**src/rtl/axis_decimator_pkg.sv**
```systemverilog
// axis_decimator_pkg: shared widths and helpers for the multi-channel decimator.
// Sizes the accumulator, clamps the requested decimation and locates lanes in a packed word.
package axis_decimator_pkg;

   // Width of the log2_dec request and of the active decimation register
   localparam int DEC_W = 4;

   // Accumulator width: one sample plus headroom for 2^max_log2 additions
   function automatic int ACC_W(input int sig_w, input int max_log2);
      return sig_w + max_log2;
   endfunction

   // Requests above the supported maximum fall back to the maximum
   function automatic logic [DEC_W-1:0] clamp_log2(input logic [DEC_W-1:0] req,
                                                   input int max_log2);
      if (int'(req) > max_log2) begin
         return DEC_W'(max_log2);
      end
      return req;
   endfunction

   // LSB position of lane k in a word with the given lane pitch
   function automatic int lane_lsb(input int k, input int pitch);
      return k * pitch;
   endfunction

endpackage

```
**src/rtl/axis_decimator_lane.sv**
```systemverilog
// axis_decimator_lane: one lane of the decimator. Sign-extends each sample, sums a block
// and presents the rescaled block result combinationally on the last sample.
// Optional macro AXIS_DECIMATOR_ROUND_EN adds half an LSB before the shift (round-half-up);
// without it the shift floors.
module axis_decimator_lane
   import axis_decimator_pkg::*;
#(
   parameter int SIG_WIDTH    = 14,
   parameter int MAX_LOG2_DEC = 8
)(
   input  logic                 aclk,
   input  logic                 aresetn,
   input  logic [SIG_WIDTH-1:0] i_sample,
   input  logic                 i_valid,
   input  logic                 i_first,
   input  logic [DEC_W-1:0]     i_dec,
   output logic [SIG_WIDTH-1:0] o_result
);

   localparam int AW = ACC_W(SIG_WIDTH, MAX_LOG2_DEC);
   // One extra bit so the rounding constant can never wrap the full-scale sum
   localparam int TW = AW + 1;

   logic signed [AW-1:0] r_acc;
   logic signed [AW-1:0] w_ext;
   logic signed [AW-1:0] w_sum;
   logic signed [TW-1:0] w_round;
   logic signed [TW-1:0] w_total;
   logic signed [TW-1:0] w_shifted;
   logic                 w_unused_hi;

   assign w_ext = AW'($signed(i_sample));
   // A new block restarts from the sample itself, discarding the previous sum
   assign w_sum = i_first ? w_ext : (r_acc + w_ext);

`ifdef AXIS_DECIMATOR_ROUND_EN
   assign w_round = (i_dec == '0) ? '0 : (TW'(1) <<< (i_dec - DEC_W'(1)));
`else
   assign w_round = '0;
`endif

   assign w_total   = TW'(w_sum) + w_round;
   assign w_shifted = w_total >>> i_dec;
   // The mean of in-range samples always fits back into SIG_WIDTH bits
   assign o_result    = w_shifted[SIG_WIDTH-1:0];
   assign w_unused_hi = ^w_shifted[TW-1:SIG_WIDTH];

   // Running block sum, updated on every accepted sample
   always_ff @(posedge aclk or negedge aresetn) begin
      if (!aresetn) begin
         r_acc <= '0;
      end else if (i_valid) begin
         r_acc <= w_sum;
      end
   end

endmodule

```
**src/rtl/axis_multich_decimator.sv**
```systemverilog
// axis_multich_decimator: block-averaging decimator for NUM_CH packed ADC lanes with a
// backpressured AXI-stream result register and a sticky overrun flag.
// Optional macro AXIS_DECIMATOR_ROUND_EN (used inside axis_decimator_lane) enables rounding.
module axis_multich_decimator
   import axis_decimator_pkg::*;
#(
   parameter int NUM_CH       = 2,
   parameter int LANE_WIDTH   = 16,
   parameter int SIG_WIDTH    = 14,
   parameter int OUT_WIDTH    = 16,
   parameter int MAX_LOG2_DEC = 8
)(
   input  logic                        aclk,
   input  logic                        aresetn,
   input  logic [NUM_CH*LANE_WIDTH-1:0] S_AXIS_SIGNAL_tdata,
   input  logic                        S_AXIS_SIGNAL_tvalid,
   input  logic [DEC_W-1:0]            log2_dec,
   input  logic                        overrun_clr,
   output logic [NUM_CH*OUT_WIDTH-1:0] M_AXIS_tdata,
   output logic                        M_AXIS_tvalid,
   input  logic                        M_AXIS_tready,
   output logic                        overrun
);

   localparam int CNT_W = (MAX_LOG2_DEC < 1) ? 1 : MAX_LOG2_DEC;

   logic                        r_init;
   logic [DEC_W-1:0]            r_dec_active;
   logic [CNT_W-1:0]            r_cnt;
   logic [NUM_CH*OUT_WIDTH-1:0] r_tdata;
   logic                        r_tvalid;
   logic                        r_overrun;

   logic [DEC_W-1:0]            w_dec_req;
   logic [DEC_W-1:0]            w_dec;
   logic [CNT_W-1:0]            w_cnt_max;
   logic                        w_first;
   logic                        w_last;
   logic                        w_result;
   logic                        w_load;
   logic [NUM_CH*OUT_WIDTH-1:0] w_out_word;
   logic [NUM_CH-1:0]           w_unused_pad;

   assign w_dec_req = clamp_log2(log2_dec, MAX_LOG2_DEC);
   // The first edge after reset is itself a block boundary, so the request applies directly
   assign w_dec     = r_init ? w_dec_req : r_dec_active;
   assign w_cnt_max = CNT_W'((32'd1 << w_dec) - 32'd1);
   assign w_first   = (r_cnt == '0);
   assign w_last    = (r_cnt == w_cnt_max);
   assign w_result  = S_AXIS_SIGNAL_tvalid && w_last;
   assign w_load    = w_result && (!r_tvalid || M_AXIS_tready);

   generate
      for (genvar gi = 0; gi < NUM_CH; gi++) begin : g_lane
         logic [SIG_WIDTH-1:0] w_lane_res;

         axis_decimator_lane #(
            .SIG_WIDTH    (SIG_WIDTH),
            .MAX_LOG2_DEC (MAX_LOG2_DEC)
         ) u_lane (
            .aclk     (aclk),
            .aresetn  (aresetn),
            .i_sample (S_AXIS_SIGNAL_tdata[lane_lsb(gi, LANE_WIDTH) +: SIG_WIDTH]),
            .i_valid  (S_AXIS_SIGNAL_tvalid),
            .i_first  (w_first),
            .i_dec    (w_dec),
            .o_result (w_lane_res)
         );

         assign w_out_word[lane_lsb(gi, OUT_WIDTH) +: OUT_WIDTH] = OUT_WIDTH'($signed(w_lane_res));

         // Pad bits above the significant field of each input lane carry no information
         if (LANE_WIDTH > SIG_WIDTH) begin : g_pad
            assign w_unused_pad[gi] =
               ^S_AXIS_SIGNAL_tdata[lane_lsb(gi, LANE_WIDTH) + SIG_WIDTH +: LANE_WIDTH - SIG_WIDTH];
         end else begin : g_nopad
            assign w_unused_pad[gi] = 1'b0;
         end
      end
   endgenerate

   // Block sequencing: sample counter and boundary-only latch of the decimation factor
   always_ff @(posedge aclk or negedge aresetn) begin
      if (!aresetn) begin
         r_init       <= 1'b1;
         r_dec_active <= '0;
         r_cnt        <= '0;
      end else begin
         r_init <= 1'b0;
         if (r_init) begin
            r_dec_active <= w_dec_req;
         end
         if (S_AXIS_SIGNAL_tvalid) begin
            if (w_last) begin
               r_cnt        <= '0;
               r_dec_active <= w_dec_req;
            end else begin
               r_cnt <= r_cnt + CNT_W'(1);
            end
         end
      end
   end

   // Output register: load when free or draining, otherwise hold the pending word
   always_ff @(posedge aclk or negedge aresetn) begin
      if (!aresetn) begin
         r_tdata  <= '0;
         r_tvalid <= 1'b0;
      end else if (w_load) begin
         r_tdata  <= w_out_word;
         r_tvalid <= 1'b1;
      end else if (M_AXIS_tready) begin
         r_tvalid <= 1'b0;
      end
   end

   // Sticky overrun: a result that finds the register blocked is lost; loss beats clear
   always_ff @(posedge aclk or negedge aresetn) begin
      if (!aresetn) begin
         r_overrun <= 1'b0;
      end else if (w_result && r_tvalid && !M_AXIS_tready) begin
         r_overrun <= 1'b1;
      end else if (overrun_clr) begin
         r_overrun <= 1'b0;
      end
   end

   assign M_AXIS_tdata  = r_tdata;
   assign M_AXIS_tvalid = r_tvalid;
   assign overrun       = r_overrun;

endmodule
```
**config.mk**
```make
export PLATFORM = sky130hd
export DESIGN_NAME = axis_multich_decimator
export DESIGN_NICKNAME = d
export VERILOG_FILES = /design/src/rtl/axis_decimator_pkg.sv /design/src/rtl/axis_decimator_lane.sv /design/src/rtl/axis_multich_decimator.sv
export SDC_FILE = /design/constraint.sdc
export NUM_CORES = 1
export LEC_CHECK = 0
export CAP_MARGIN = 30
export CORE_ASPECT_RATIO = 1.5
export CORE_MARGIN = 2
export CORE_UTILIZATION = 30
export DETAILED_ROUTE_END_ITERATION = 7
export HOLD_SLACK_MARGIN = 0.15
export PLACE_DENSITY = 0.45
export SYNTH_ARGS = -nofsm -noshare
export SYNTH_HDL_FRONTEND = slang
export SYNTH_SLANG_ARGS = --single-unit
export TNS_END_PERCENT = 10
```
**constraint.sdc**
```tcl
create_clock -name aclk -period 5.6 [get_ports aclk]
set_input_delay 0.84 -clock aclk [delete_from_list [all_inputs] [get_ports aclk]]
set_output_delay 0.84 -clock aclk [all_outputs]
set_load 0.02 [all_outputs]
```
# --- After elaboration in Yosys (flattened, before gate mapping) ---
# Cells that the tools add are included.
totals:
  ff_bits: 89
  latchBits: 0
  mem_bits_rw: 0
  mem_bits_ro: 0
  output_inout_bits: 34
  mem_count: 0
classes:
  add_sub_neg: 4
  mul: 0
  div_mod_pow: 0
  magnitude_cmp: 1
  eq_ne: 1
  n_shift: 3
  muxes: 13
  n_bitwise: 0
  reduce_logical: 10
op_table:
  columns: ["operator", "count"]
  rows:
  - ["adder 22 x 14 -> 22 bit", 2]
  - ["two-way mux 22 bit", 2]
  - [">>> shifter 22 x 4 -> 14 bit", 2]
  - ["two-way mux 4 bit", 5]
  - ["adder 8 x 1 -> 8 bit, second input constant", 1]
  - ["equality test 8 bit", 1]
  - ["logical NOT 8 bit", 1]
  - ["two-way mux 8 bit", 1]
  - ["<< shifter 1 x 4 -> 8 bit, first input constant", 1]
  - ["subtractor 8 x 1 -> 8 bit, second input constant", 1]
  - ["two-way mux 1 bit", 5]
  - ["greater-than comparator 4 bit, second input constant", 1]
  - ["logical AND 1 bit", 4]
  - ["nonzero test 2 bit", 2]
  - ["logical NOT 1 bit", 2]
  - ["logical OR 1 bit", 1]

# --- Depth between registers and ports, before layout ---
# Gate-level depths: netlist of the first run.
logic_depth:
  depth_word: 11
  mapped_depth: 21
  mapped_depth_nobuf: 15

# --- Cells and area by module ---
# From an unflattened synthesis of the first run, not the netlist that was laid out.
hier_totals:
  cells_unflattened: 1095
  area_unflattened_um2: 9482.8
by_module_without_submodules:
  columns: ["module", "instances", "cells_each", "area_each_um2", "seq_area_each_um2"]
  rows:
  - ["axis_decimator_lane at g_lane[0].u_lane", 1, 464, 3711.1, 550.5]
  - ["axis_decimator_lane at g_lane[1].u_lane", 1, 441, 3434.5, 550.5]
  - ["axis_multich_decimator", 1, 190, 2337.2, 1077.3]

# --- Worst setup path after synthesis of the first run ---
# Ideal clock, no wire load.
synth_timing:
  path_kind: "input to register"
  start: "input port log2_dec[3]"
  end: "register r_tdata[8] (netlist: M_AXIS_tdata[8])"
  t_arrival_ns: 4.437
  required_ns: 5.480
  path_slack_ns: 1.042
  path_stages: 18
  path_cell_list: "buf_2 nand3b_1 nand2_1 clkbuf_1 clkbuf_1 nand2_1 ha_1 buf_1 or4_1 o221a_2 o32ai_1 xor2_1 nor4_2 and3_1 buf_4 nand2_1 or4_1 o211a_1"
synth_via:
  elab_chain_cells: 9
  word_cells_on_any_way: 10
synth_lines:
  columns: ["element", "line_no", "rtl"]
  rows:
  - ["start: declaration", "axis_multich_decimator.sv:17", "input logic [DEC_W-1:0] log2_dec,"]
  - ["greater-than comparator 4 bit", "axis_decimator_pkg.sv:16", "if (int'(req) > max_log2) begin"]
  - ["two-way mux 1 bit", "axis_decimator_pkg.sv:16", null]
  - ["two-way mux 4 bit *", "axis_decimator_pkg.sv:19", "return req;"]
  - ["two-way mux 4 bit *", "axis_multich_decimator.sv:46", "assign w_dec = r_init ? w_dec_req : r_dec_active;"]
  - ["<< shifter 1 x 4 -> 8 bit", "axis_multich_decimator.sv:47", "assign w_cnt_max = CNT_W'((32'd1 << w_dec) - 32'd1);"]
  - ["subtractor 8 x 1 -> 8 bit", "axis_multich_decimator.sv:47", null]
  - ["equality test 8 bit", "axis_multich_decimator.sv:49", "assign w_last = (r_cnt == w_cnt_max);"]
  - ["logical AND 1 bit", "axis_multich_decimator.sv:50", "assign w_result = S_AXIS_SIGNAL_tvalid && w_last;"]
  - ["logical AND 1 bit", "axis_multich_decimator.sv:51", "assign w_load = w_result && (!r_tvalid || M_AXIS_tready);"]
  - ["end signal: assignment", "axis_multich_decimator.sv:110", "r_tdata <= w_out_word;"]
  - ["end: declaration", "axis_multich_decimator.sv:30", "logic [NUM_CH*OUT_WIDTH-1:0] r_tdata;"]
# Every way passes the cells marked *; elsewhere a longest branch is shown, timed or not.
# A chain may end at the register's enable or synchronous reset.

# --- Worst setup path after layout of the first run ---
layout_timing:
  start: "input port log2_dec[3]"
  end: "register r_tdata[19] (netlist: M_AXIS_tdata[19])"
# The elaborated chain is that of the path after synthesis.

==> impl_metrics.toml, run 1 <==
[timing]
hold_viol = 0
tightest_slew_ns = 0.846
setup_viol = 0
fin_worst_skew_ns = 0.00935
grt_setup_unrepaired = "no"
max_freq_ghz = 0.196
drv_slew = 0
min_period_over_period_pct = 91.0
tns_ns = 0
fin_crit_ns = 5.10
slew_headroom_pct = 43.6

[worst_hold_path]
min_path_type = "reg2reg"

[finish]
fin_nets = 1245
num_antenna_cells = 0
final_cells = 1508
regArea_sq_um = 2180
fill_cells = 2944
multi_input_area_sq_um = 5890
drive_gt1_share_pct = 8.35
area_delta_synth_final_pct = 16.4

[synth]
yosysMostFrequentCell = "nor2_1"
synth_simple_gate_area_share_pct = 21.6
synth_area_sq_um = 8490
ys_async_sr_fraction_pct = 100
synth_top_family_by_area = "compound AO/OA/AOI/OAI gates"
synth_top_area_cell = "dfrtp_1"
synthTopCellsByCount = "147 x nor2_1, 135 x a21oi_1, 99 x nand2_1, 86 x dfrtp_1, 53 x o21ai_0"
netlist_instances = 1115
synth_fa_ha_area_share_pct = 7.10
yosysSeqAreaShare_pct = 25.7
avgSynthCellArea_sq_um = 7.61
ys_ff_latch = 87
synth_area_leaders = "dfrtp_1 25%, a21oi_1 8.0%, ha_1 6.6%, nor2_1 6.5%, nand2_1 4.4%"
netlist.area_leader.share_pct = 25.4
synth_compound_area_share_pct = 32.0
synthMuxAreaShare_pct = 5.03
ys_types = 84
synth_xor_area_share_pct = 3.51
synth_fp_nets = 1203
synth-main-ff-cell = "dfrtp_1"
synth_edf_count = 0
ys_warn_count = 0

[setup_path]
crit_chain = "clkdlybuf4s50_1 > and3b_1 > or3_4 > nor2_1 > nand2_1 > ha_1 > or4_1 > o221a_2 > o32ai_1 > xor2_1 > nor4_2 > nand3_2 > a221oi_2 > o311ai_1 > o32a_1"
crit_family = "simple AND/OR/NAND/NOR gates"
worstSetupPathType = "in2reg"
crit_path_end_kind = "flop"
startpoint_type = "input pin"
path_buf_inv = 1
crit_required_ns = 5.86
cp_max_fo = 11
slowest_stage = "clkdlybuf4s50_1"
arrival_ns = 5.35
slowest_delay_ns = 0.67

[placed_design]
hpwl_microns = 24700
port_buffers = 70
gp_congestion = 0.891
place_inst = 1492

[floorplan]
initial_core_util_pct = 30.5
ios = 75
design.core.area_sq_um = 27900
die_w_microns = 141
dieArea_sq_um = 29700
die_h_microns = 210
num_rows = 75

[outcome]
outcome = "finished, final reports clean"

[route]
drc = 0
dr.pass1.iters = 7
avgViaCountPerCell = 5.90
drtIter0Drc = 491
totalWireLength_microns = 32600
ant_nets = 0
vias = 8893
wl_per_cell_microns = 21.6

[global_route]
grt_start_max_net_pins = 78
antenna_found_initial = 0
grt_usage_pct = 22.0
grt_pass1_wl_microns = 50300
grt.overflow.total = 0
grt_pass1_vias = 8898

[clocking]
clk_latency_ns = 0.37
htreeDepth = 3
cts_max_path_buffers = 2
cts_tree = "yes"
cts_resized = 0
clock-sinks = 87
cts_hold_buffers = 0
clockRootBuffer = "clkbuf_16"
cts_post_setup_buffers_inserted = 0
numCtsBuffers = 9
clk_pin_slew_ns = 0.08

[pwr]
power_density_nw_per_um2 = 600
fin_total_pwr_uw = 5920
peakVddDrop_mv = 0.195
cellLeakagePower_uw = 0.00401

[flow_run]
maxCapViolations = 0
logic make-up (layout without fill, tap and decap cells):
family | count (synthesis) | after routing
compound gates | 409 | 409
flops | 87 | 87
buf+inv | 102 | 149
simple gates | 395 | 395
other cells | 1 | 1
xor+xnor | 34 | 34
mux | 40 | 40
fa+ha+maj | 47 | 47
sequential cells by signal, summed over array words and instances, names as in the netlist:
| register | cells |
|---|---|
| M_AXIS_tdata | 28 |
| M_AXIS_tvalid | 1 |
| g_lane.u_lane.r_acc | 44 |
| overrun | 1 |
| r_cnt | 8 |
| r_dec_active | 4 |
| r_init | 1 |
power breakdown:
| part | internal [uW] | total (uW) | leakage (uW) | switching, uW |
|---|---|---|---|---|
| Combinational | 1580 | 4210 | 0.00280 | 2630 |
| Sequential | 873 | 1050 | 0.00106 | 180 |
| Clock | 353 | 662 | 0.000148 | 309 |
worst paths after layout:
path / startpoint / end / slack [ns] / cells past startpoint
max: log2_dec[3] / M_AXIS_tdata[19]$_DFFE_PN0P_ / 0.50 / 15
min: g_lane[1].u_lane.r_acc[18]$_DFFE_PN0P_ / g_lane[1].u_lane.r_acc[18]$_DFFE_PN0P_ / 0.49 / 1
max reg2reg: r_init$_DFF_PN1_ / M_AXIS_tdata[19]$_DFFE_PN0P_ / 0.95 / 14
min reg2reg: g_lane[1].u_lane.r_acc[18]$_DFFE_PN0P_ / g_lane[1].u_lane.r_acc[18]$_DFFE_PN0P_ / 0.49 / 1
max in group asynchronous: aresetn / g_lane[0].u_lane.r_acc[12]$_DFFE_PN0P_ / 4.04 / 2
min in group asynchronous: aresetn / g_lane[1].u_lane.r_acc[21]$_DFFE_PN0P_ / 0.52 / 1
metrics by stage:
step / utilization, % / hold slack (ns) / worst slack (ns) / cell area, sq um
2_1_floorplan: - / 0.455 / 1.04 / 8490
4_1_cts: 35.4 / 0.489 / 0.520 / 9880
3_3_place_gp: 34.3 / 0.473 / 0.155 / 9570
5_1_grt: 35.4 / 0.537 / 0.209 / 9880
3_5_place_dp: 34.3 / 0.472 / 0.151 / 9570
6_report: 35.4 / 0.489 / 0.504 / 9880
metal layers:
metal	global-route usage, %	part of all wire (%)	routed length (microns)
met2	40.5	53	17100
met5	0	0	0
met4	10.9	4.7	1540
met3	2.66	3.4	1090
met1	24.8	39	12800
layout by cell type, fill, tap and decap left out, types with 16 or more instances in the layout:
cell type and instances:
a21o_1 16, nor3_1 30, a21oi_1 135, ha_1 45
a31oi_1 24, clkdlybuf4s50_1 68, nand2_1 99, buf_4 40
nor2_1 147, inv_1 25, o211ai_1 18, mux2_2 17
o21ai_0 53, dfrtp_1 86, xnor2_1 17, o22ai_1 19
nand3_1 29, xor2_1 17, mux2i_1 22
layout make-up:
type,instances,area share (%)
timing repair buffer,108,9.93
clock inverter,7,0.811
inverter,25,0.950
tap,346,4.38
sequential,87,22.1
clock buffer,9,2.28
multi-input combinational,926,59.6
Note: power is estimated with default switching activity, not from simulation.
==> inputs of run 2 (changes only) <==
Settings changed: CTS_CLUSTER_DIAMETER set to 40, GPL_TIMING_DRIVEN set to 0, HOLD_SLACK_MARGIN 0.15 to 0.02.
==> run 2 against run 1 <==
  * Hold slack worse by 0.073 ns
  * Critical path depth up 5
  * Combinational power about the same
  * Global-route usage up 3.6 points
  * Non-clock buffer count up 40
  * Register-to-register slack worse by 0.44 ns
  * Critical endpoint unchanged
  * Fmax down 4.4%
  * Largest cell class unchanged
==> impl_metrics.toml, run 2 (same netlist as run 1, synthesis figures left out) <==
[outcome]
outcome = "finished, final reports clean"

[route]
wl_per_cell_microns = 24.2
avgViaCountPerCell = 6.02
drc = 0
drtIter0Drc = 626
dr.pass1.iters = 5
totalWireLength_microns = 37400
vias = 9314
ant_nets = 0

[finish]
fin_nets = 1285
utilization_pct = 35.9
largest_reg_flops = 44
mostFrequentLayoutCells = "146 x nor2_1, 135 x a21oi_1, 97 x nand2_1, 86 x dfrtp_1, 68 x clkdlybuf4s50_1"
area_delta_synth_final_pct = 17.9
layout_commonest_cell = "nor2_1"
final_cells = 1548
regMostFlops = "g_lane.u_lane.r_acc"
drive_gt1_share_pct = 6.66
fin_area_sq_um = 10000
num_antenna_cells = 0

[floorplan]
dieArea_sq_um = 29700
num_rows = 75
die_h_microns = 210
ios = 75
design.core.area_sq_um = 27900
initial_core_util_pct = 30.5
die_w_microns = 141

[placed_design]
gp_congestion = 0.937
placed_area_sq_um = 9640
hpwl_microns = 29100
port_buffers = 69
place_inst = 1532
place_ws_ns = -1.02

[setup_path]
startpoint_type = "input pin"
reg2reg_depth = 20
cpMostUsedCell = "clkbuf_4"
crit_path_end_kind = "flop"
slowest_stage = "clkdlybuf4s50_1"
worstReg2RegStart = "r_init$_DFF_PN1_"
arrival_ns = 5.62
crit_required_ns = 5.89
r2r_slack_ns = 0.51
worstSetupPathType = "in2reg"
slowest_delay_ns = 0.42
crit_chain = "clkdlybuf4s50_1 > buf_2 > nand3b_1 > nand2_4 > clkbuf_4 > clkbuf_4 > nand2_1 > ha_1 > buf_1 > or4_1 > o221a_2 > o32ai_1 > xor2_1 > nor4_2 > buf_4 > nand3_2 > buf_6 > a221oi_2 > o311ai_1 > o32a_1"
cp_max_fo = 10
r2r-end = "M_AXIS_tdata[19]$_DFFE_PN0P_"

[pwr]
seq_power_share_pct = 17.6
cellLeakagePower_uw = 0.00402
power_density_nw_per_um2 = 600
peakVddDrop_mv = 0.203
clkPwrFrac_pct = 11.8
switchingPower_uw = 3230
p_comb_share_pct = 70.6
internal_power_uw = 2780
swShare_pct = 53.8

[timing]
drv_slew = 0
slew_headroom_pct = 33.7
fin_crit_ns = 5.33
grt_setup_unrepaired = "no"
min_period_over_period_pct = 95.1
fin_worst_skew_ns = 0.0202
setup_viol = 0
whs_ns = 0.416
hold_viol = 0
tightest_slew_ns = 0.970
final.setup.worst_slack_ns = 0.272
max_freq_ghz = 0.188

[worst_hold_path]
min_path_type = "in2async"

[clocking]
clockRootBuffer = "clkbuf_16"
cts_tree = "yes"
clock-sinks = 87
clk_pin_slew_ns = 0.08
cts_max_path_buffers = 2
cts_hold_buffers = 0
htreeDepth = 3
clk_latency_ns = 0.40
numCtsBuffers = 9

[global_route]
antenna_found_initial = 0
grt_pass1_vias = 9452
grt_usage_pct = 25.6
grt_pass1_wl_microns = 56900
grt_start_max_net_pins = 53
grt.overflow.total = 0

[flow_run]
maxCapViolations = 0
[run 2: changes by cell type in the layout (fill, tap and decap cells not counted), moves of 2 or more]
| cell | previous run | this run |
|---|---|---|
| buf_1 | 0 | 7 |
| nand2_1 | 99 | 97 |
| buf_6 | 0 | 2 |
| buf_4 | 40 | 8 |
| and2_1 | 10 | 12 |
| clkbuf_4 | 0 | 4 |
| and2_2 | 2 | 0 |
| buf_2 | 0 | 8 |
| clkbuf_1 | 0 | 50 |
| inv_6 | 2 | 0 |
[run 2: how the worst max path moves through the flow]
stage	from	endpoint	slack [ns]
2_1_floorplan	log2_dec[3]	M_AXIS_tdata[8]$_DFFE_PN0P_	1.04
3_3_place_gp	log2_dec[3]	M_AXIS_tdata[4]$_DFFE_PN0P_	-1.06
3_5_place_dp	log2_dec[3]	M_AXIS_tdata[4]$_DFFE_PN0P_	-1.02
4_1_cts	log2_dec[3]	M_AXIS_tdata[4]$_DFFE_PN0P_	0.04
5_1_grt	log2_dec[3]	M_AXIS_tdata[23]$_DFFE_PN0P_	0.009
6_report	log2_dec[3]	M_AXIS_tdata[19]$_DFFE_PN0P_	0.27
[run 2: stage by stage]
stage                     TNS, ns  total power (uW)
after floorplan                 0              3860
after global placement     -48.09              5240
after detailed placement   -24.56              5240
after CTS                       0              5980
after global routing            0              6440
final                           0              6010
[run 2: layout make-up]
class,count,area (sq um)
fillers,3002,17900
multi-input cells,926,5900
flip-flops and latches,87,2180
repair buffers,71,723
well taps,346,433
plain buffers,77,353
clock buffers,10,229
clock inverters,6,93.8
inverters,25,93.8
[run 2: what timing repair did]
action	in CTS	in global routing
cloned	0	0
gates resized for setup	7	9
setup endpoints to repair	29	16
buffers inserted	0	0
[run 2: critical path: cells and delay by family]
family                   cells  cell delay (ns)
AND/OR/NAND/NOR              6             1.43
XOR/XNOR                     1             0.13
adder cells (fa/ha/maj)      1             0.23
buffers and inverters        7             1.76
AO/OA/AOI/OAI                5             1.21
[run 2: per-layer routing]
layer | up-vias | GRT usage [%] | part of all wire [%]
li1 | 4360 | - | -
met1 | 4554 | 28.5 | 38
met2 | 295 | 46.5 | 52
met3 | 105 | 3.16 | 4.3
met4 | 0 | 14.4 | 5.6
met5 | - | 0 | 0
[run 2: power by group through the flow]
| stage | sequential, uW | clock (uW) | combinational [uW] |
|---|---|---|---|
| global placement | 1060 | 0 | 4180 |
| CTS | 1060 | 725 | 4200 |
| floorplan | 1090 | 0 | 2780 |
| global route | 1090 | 746 | 4610 |
| detailed placement | 1070 | 0 | 4170 |
| finish | 1050 | 711 | 4240 |
==> inputs of run 3 (changes only) <==
Settings changed: PLACE_DENSITY 0.45 to not set.
==> run 3 against run 2 <==
  * Non-clock buffer count increased by 1
  * Routed wire length fell by 4.7%
  * Highest routed layer unchanged
  * Global-route usage fell by 1.4 points
  * Worst setup slack gained 0.0067 ns
  * Register-to-register slack gained 0.03 ns
  * Clock skew fell by 0.0082 ns
  * Combinational power rose by 1%
  * Fmax increased by 0.13%
  * Critical path type unchanged
==> impl_metrics.toml, run 3 (same netlist as run 1, synthesis figures left out) <==
[global_route]
grt_pass1_vias = 9536
grt_usage_pct = 24.1
antenna_found_initial = 0
grt.overflow.total = 0
grt_pass1_wl_microns = 54600
grt_start_max_net_pins = 51

[timing]
fin_crit_ns = 5.32
tightest_slew_ns = 1.02
max_freq_ghz = 0.188
setup_viol = 0
tns_ns = 0
hold_viol = 0
drv_slew = 0
slew_headroom_pct = 32.3
min_period_over_period_pct = 95.0
final.setup.worst_slack_ns = 0.279
fin_worst_skew_ns = 0.0120
grt_setup_unrepaired = "no"

[placed_design]
gp_congestion = 0.991
hpwl_microns = 27600
placed_area_sq_um = 9640
place_ws_ns = -1.08
port_buffers = 69

[setup_path]
startpoint_type = "input pin"
worstSetupPathType = "in2reg"
arrival_ns = 5.63
crit_required_ns = 5.91
cp_max_fo = 10
crit_path_end_kind = "flop"

[finish]
drive_gt1_share_pct = 6.57
fin_nets = 1286
mostFrequentLayoutCells = "146 x nor2_1, 135 x a21oi_1, 97 x nand2_1, 86 x dfrtp_1, 68 x clkdlybuf4s50_1"
num_antenna_cells = 0
regMostFlops = "g_lane.u_lane.r_acc"
layout_commonest_cell = "nor2_1"
largest_reg_flops = 44
area_delta_synth_final_pct = 17.9
fin_area_sq_um = 10000

[pwr]
power_density_nw_per_um2 = 604
peakVddDrop_mv = 0.181
cellLeakagePower_uw = 0.00402

[outcome]
outcome = "finished, final reports clean"

[clocking]
cts_max_path_buffers = 2
clk_latency_ns = 0.38
cts_post_setup_buffers_inserted = 0
clock-sinks = 87
clockRootBuffer = "clkbuf_16"
cts_hold_buffers = 0
htreeDepth = 3
numCtsBuffers = 9
clk_pin_slew_ns = 0.07
cts_tree = "yes"

[worst_hold_path]
min_path_type = "in2async"

[route]
wl_per_cell_microns = 23.0
avgViaCountPerCell = 6.11
drc = 0
ant_nets = 0
totalWireLength_microns = 35600
dr.pass1.iters = 5
drtIter0Drc = 836
vias = 9459

[flow_run]
maxCapViolations = 0

[floorplan]
die_w_microns = 141
die_h_microns = 210
ios = 75
design.core.area_sq_um = 27900
num_rows = 75
initial_core_util_pct = 30.5
dieArea_sq_um = 29700
run 3: what timing repair did:
item | 4_1_cts | 5_1_grt
pin swaps | 0 | 0
endpoints found under the setup margin | 30 | 24
gates resized for setup | 7 | 7
run 3: worst paths after layout:
check | slack (ns) | from | depth (start not counted) | to
setup reg to reg | 0.54 | r_init$_DFF_PN1_ | 20 | M_AXIS_tdata[4]$_DFFE_PN0P_
setup / recovery | 0.28 | log2_dec[3] | 20 | M_AXIS_tdata[4]$_DFFE_PN0P_
hold / removal | 0.46 | aresetn | 1 | g_lane[0].u_lane.r_acc[14]$_DFFE_PN0P_
max in group asynchronous | 4.43 | aresetn | 2 | r_init$_DFF_PN1_
min in group aclk | 0.50 | g_lane[1].u_lane.r_acc[18]$_DFFE_PN0P_ | 1 | g_lane[1].u_lane.r_acc[18]$_DFFE_PN0P_
hold reg to reg | 0.50 | g_lane[1].u_lane.r_acc[18]$_DFFE_PN0P_ | 1 | g_lane[1].u_lane.r_acc[18]$_DFFE_PN0P_
run 3: layout make-up:
| class | instances | area, sq um |
|---|---|---|
| Buffer | 77 | 349 |
| Clock buffer | 11 | 233 |
| Clock inverter | 5 | 81.3 |
| Fill cell | 2886 | 17900 |
| Inverter | 25 | 93.8 |
| Multi-Input combinational cell | 926 | 5900 |
| Sequential cell | 87 | 2180 |
| Tap cell | 346 | 433 |
| Timing Repair Buffer | 72 | 733 |
run 3: critical path, cell delays in order:
cell             delay [ns]
clkdlybuf4s50_1        0.42
buf_2                  0.18
nand3b_1               0.23
nand2_2                0.24
clkbuf_4               0.31
clkbuf_4               0.27
nand2_1                0.18
ha_1                   0.23
buf_1                  0.19
or4_1                  0.43
o221a_2                0.14
o32ai_2                0.29
xor2_1                 0.14
nor4_2                 0.19
and3_1                 0.19
buf_4                  0.15
buf_2                  0.30
clkbuf_4               0.33
o2111ai_1              0.21
nand3_1                0.14
run 3: through the flow:
stage               hold WS, ns  cells  util [%]  power (uW)
floorplan                 0.455   1115         -        3860
global placement          0.477   1530      34.5        5180
global route              0.493   1549      35.9        6430
finish                    0.457   1549      35.9        6040
CTS                       0.470   1547      35.8        5930
detailed placement        0.483   1531      34.6        5220
run 3: metal layers:
layer / vias to the layer above / global-route usage (%) / share of wire, %
met1: 4542 / 25.6 / 36
met2: 411 / 42.9 / 50
li1: 4349 / - / -
met3: 157 / 3.43 / 4.8
met5: - / 0 / 0
met4: 0 / 18.0 / 8.5
run 3: where the power goes:
group | switching [uW] | internal, uW | total, uW
Clock | 292 | 392 | 684
Combinational | 2780 | 1520 | 4300
Sequential | 183 | 874 | 1060
